## config.mk

```make
export PLATFORM = sky130hd
export DESIGN_NAME = sign_extender
export DESIGN_NICKNAME = d
export VERILOG_FILES = /design/src/rtl/sign_extender.sv
export SDC_FILE = /design/constraint.sdc
export NUM_CORES = 1
export LEC_CHECK = 0
export ABC_AREA = 0
export ABC_CLOCK_PERIOD_IN_PS = 900
export CORE_ASPECT_RATIO = 1.2
export CORE_UTILIZATION = 33
export CTS_CLUSTER_SIZE = 12
export DETAILED_ROUTE_END_ITERATION = 12
export GPL_ROUTABILITY_DRIVEN = 0
export PLACE_DENSITY_LB_ADDON = 0.15
export SYNTH_ARGS = -nofsm -noshare
export SYNTH_HDL_FRONTEND = slang
export SYNTH_SLANG_ARGS = --single-unit
```

## constraint.sdc

```tcl
create_clock -name clk -period 0.9 [get_ports clk]
set_input_delay 0.09 -clock clk [delete_from_list [all_inputs] [get_ports clk]]
set_output_delay 0.09 -clock clk [all_outputs]
set_load 0.02 [all_outputs]
```

## src/rtl/sign_extender.sv

```systemverilog
// Immediate-field extension unit: widens an IN_W-bit immediate to the OUT_W-bit
// datapath word, with a mode-selected extension and a registered copy for branch logic.
module sign_extender #(
  parameter int IN_W  = 12,
  parameter int OUT_W = 16
) (
  input  logic             clk,
  input  logic             rst_n,
  input  logic [IN_W-1:0]  in,
  input  logic [1:0]       mode,
  input  logic             load,
  output logic [OUT_W-1:0] out,
  output logic [OUT_W-1:0] ext,
  output logic [OUT_W-1:0] out_q,
  output logic             q_valid,
  output logic             is_neg
);

  logic [OUT_W-1:0] zext;
  logic [OUT_W-1:0] sext8;
  logic [OUT_W-1:0] ext_next;
  logic [OUT_W-1:0] out_q_reg;
  logic             q_valid_reg;

  // Full-immediate sign extension: low bits pass through, upper bits replicate the MSB.
  assign out[IN_W-1:0] = in;
  generate
    for (genvar gi = IN_W; gi < OUT_W; gi++) begin : g_sext
      assign out[gi] = in[IN_W-1];
    end
  endgenerate

  assign zext   = {{(OUT_W-IN_W){1'b0}}, in};
  assign is_neg = in[IN_W-1];

  // Byte-immediate form only exists when the field is at least a byte wide.
  generate
    if (IN_W >= 8) begin : g_sext8
      assign sext8 = {{(OUT_W-8){in[7]}}, in[7:0]};
    end else begin : g_no_sext8
      assign sext8 = out;
    end
  endgenerate

  always_comb begin
    ext_next = out;
    case (mode)
      2'b00:   ext_next = out;
      2'b01:   ext_next = zext;
      2'b10:   ext_next = sext8;
      2'b11:   ext_next = {out[OUT_W-2:0], 1'b0};
      default: ext_next = out;
    endcase
  end

  assign ext = ext_next;

  always_ff @(posedge clk or negedge rst_n) begin
    if (!rst_n) begin
      out_q_reg   <= '0;
      q_valid_reg <= 1'b0;
    end else if (load) begin
      out_q_reg   <= ext_next;
      q_valid_reg <= 1'b1;
    end
  end

  assign out_q   = out_q_reg;
  assign q_valid = q_valid_reg;

endmodule

```

==> reports/results.ini <==
[timing]
finalSetupTns_ns = -1.449
period_share = 1.122
tightest_slew_ns = 0.2132
fin_skew_ns = 0
final_max_slew_viol_count = 0
hold_violations = 0
fin_crit_ns = 1.009
setup_slack_ns = -0.1094
rsz0062_at_grt = yes
max_freq_mhz = 990.7
setup_viol = 27
slew_headroom = 0.8584

[synth]
synth.area.mux_share = 0.1543
synth.distinct_cells = 22
synthSimpleGateAreaFrac = 0.1472
synth_top_area_cell = dfrtp_1
synthAdderAreaFrac = 0
synth-seq-cells = 14
synth_compound_area_frac = 0.1166
syn_area_um2 = 1062
synthXorXnorAreaFrac = 0
synth.area.top_cells = dfrtp_1 33%, buf_4 16%, mux2_2 7.4%
yosys_warnings = 0
synth.top_cell.area_share = 0.3298
synth_top_family_by_area = buffers and inverters
synth_cells = 113
synth_area_per_cell_um2 = 9.401
seq_area_frac_synth = 0.3298
synthesis.nets = 130

[worst_setup_path]
worstSetupStartpointType = input pin
crit_required_ns = 0.81
path_class = input pin to output port
critPathMaxFanout = 4
cp-end-kind = output port
r2r_slack_ns = 0.05
worstPathArrival_ns = 0.92

[cts]
htree_levels = 1
cts_tree = built
insertion_delay_ns = 0.27
cts.sinks = 14
clk_pin_slew_worst_paths_ns = 0.09
cts_buffer_depth = 2
numCtsBuffers = 3
root_buffer = clkbuf_4

[finish]
final_cells = 223
diodes = 0
nets = 205
area_delta_synth_final_pct = 92.46
drive_gt1_frac = 0.5722
utilization = 0.6691
largest_reg_flops = 13

[power_and_ir_drop]
power_mw = 2.404
peakVddDrop_v = 0.0008902
powerDensity_nw_per_um2 = 1176
p_leak_nw = 0.9686

[grt]
grt_antenna_before_repair = 0
grt_pass1_wl_um = 5237
globalRouteOverflowTotal = 0
grt_max_degree = 15
grt_usage = 0.2033
grt_pass1_vias = 1070

[route]
via_count = 1093
m1WireLength_um = 1303
via_per_inst = 4.901
routed.top_layer = met4
first_pass_iters = 6
wl_met3_um = 173
wl_met2_um = 1689
initialDrtViolationCount = 14
wirelength_um = 3182
ant_nets = 0
drc = 0
wl_per_cell_um = 14.27

[place]
numPortBuffers = 66
dp_slack_ns = -0.9928
dpl.hpwl_um = 2142
place_inst = 206

[die]
die_area_um2 = 3451
core.rowCount = 22
die_h_um = 64.15
coreArea_um2 = 3055
dieWidth_um = 53.79
io-pin-count = 67
start_util = 0.3477

[hold_path]
min_path_type = input pin to async pin

[status]
status = complete, but fails checks
violations = negative setup slack

[run]
cap_violations = 0

[final timing paths]
check	cells past startpoint	from	end
min reg2reg	1	q_valid$_DFFE_PN0P_	q_valid$_DFFE_PN0P_
min	2	rst_n	out_q[4]$_DFFE_PN0P_
max in group asynchronous	2	rst_n	out_q[14]$_DFFE_PN0P_
min in group clk	3	in[8]	out_q[9]$_DFFE_PN0P_
max	5	mode[1]	ext[7]
max reg2reg	3	out_q[1]$_DFFE_PN0P_	out_q[1]$_DFFE_PN0P_
[cell usage in the layout, fill, tap and decap left out, types with 4 or more instances in the layout]
cell type	instances
buf_12	4
buf_4	27
buf_6	37
clkdlybuf4s15_1	4
dfrtp_1	13
dlygate4sd2_1	19
inv_1	9
mux2_4	8
mux2i_4	4
nand2_1	8
nand4_1	7
o221ai_1	7
[final cells by class]
class                      count  area (um2)
clock buffer                   4       36.28
tap                           36       45.04
inverter                       9       33.78
timing repair buffer         102        1015
sequential                    14       351.6
multi-input combinational     58       563.0
fill                         252        1011
[cell usage after synthesis (all sizes together)]
cell	instances
o221ai	8
or2	1
o2bb2ai	1
nor2	4
mux2	10
o211ai	3
dfrtp	14
and2	1
mux2i	4
a21boi	1
a21oi	3
nand4bb	1
buf	30
clkbuf	2
inv	9
nand2	8
nand2b	3
nand3b	3
nand4	7
[timing repair]
item                                    CTS  global route
buffers inserted                         12             2
pin swaps                                 5             5
gates cloned                              1             0
hold endpoints to repair                  0             0
hold buffers                              0             0
gates resized for setup                 268            25
endpoints found under the setup margin   63            40
[metrics by stage]
stage / instance area (um2) / hold WS [ns]
2_1_floorplan: 1120 / -0.2056
3_3_place_gp: 1765 / 0.4358
3_5_place_dp: 1765 / 0.4440
4_1_cts: 1963 / 0.1339
5_1_grt: 2044 / 0.1343
6_report: 2044 / 0.1363
[worst max-delay path: stages]
cell	delay, ns
buf_8	0.09
and2_4	0.17
buf_12	0.13
mux2_4	0.30
buf_6	0.13
[where the power goes]
group          total [mW]  switching (mW)  internal (mW)
clock network       0.461           0.215          0.246
logic                1.19           0.556          0.630
registers           0.757          0.0596          0.697
[cells by family after synthesis]
logic type,after synthesis
compound gates,16
buf+inv,41
flops,14
mux,14
simple gates,28
[routing by layer]
layer / up-vias / global-route usage
met5: - / 0
met4: 0 / 0.05263
met1: 530 / 0.2577
met3: 2 / 0.03095
li1: 519 / -
met2: 42 / 0.3457
Note: power is estimated with default switching activity, not from simulation.
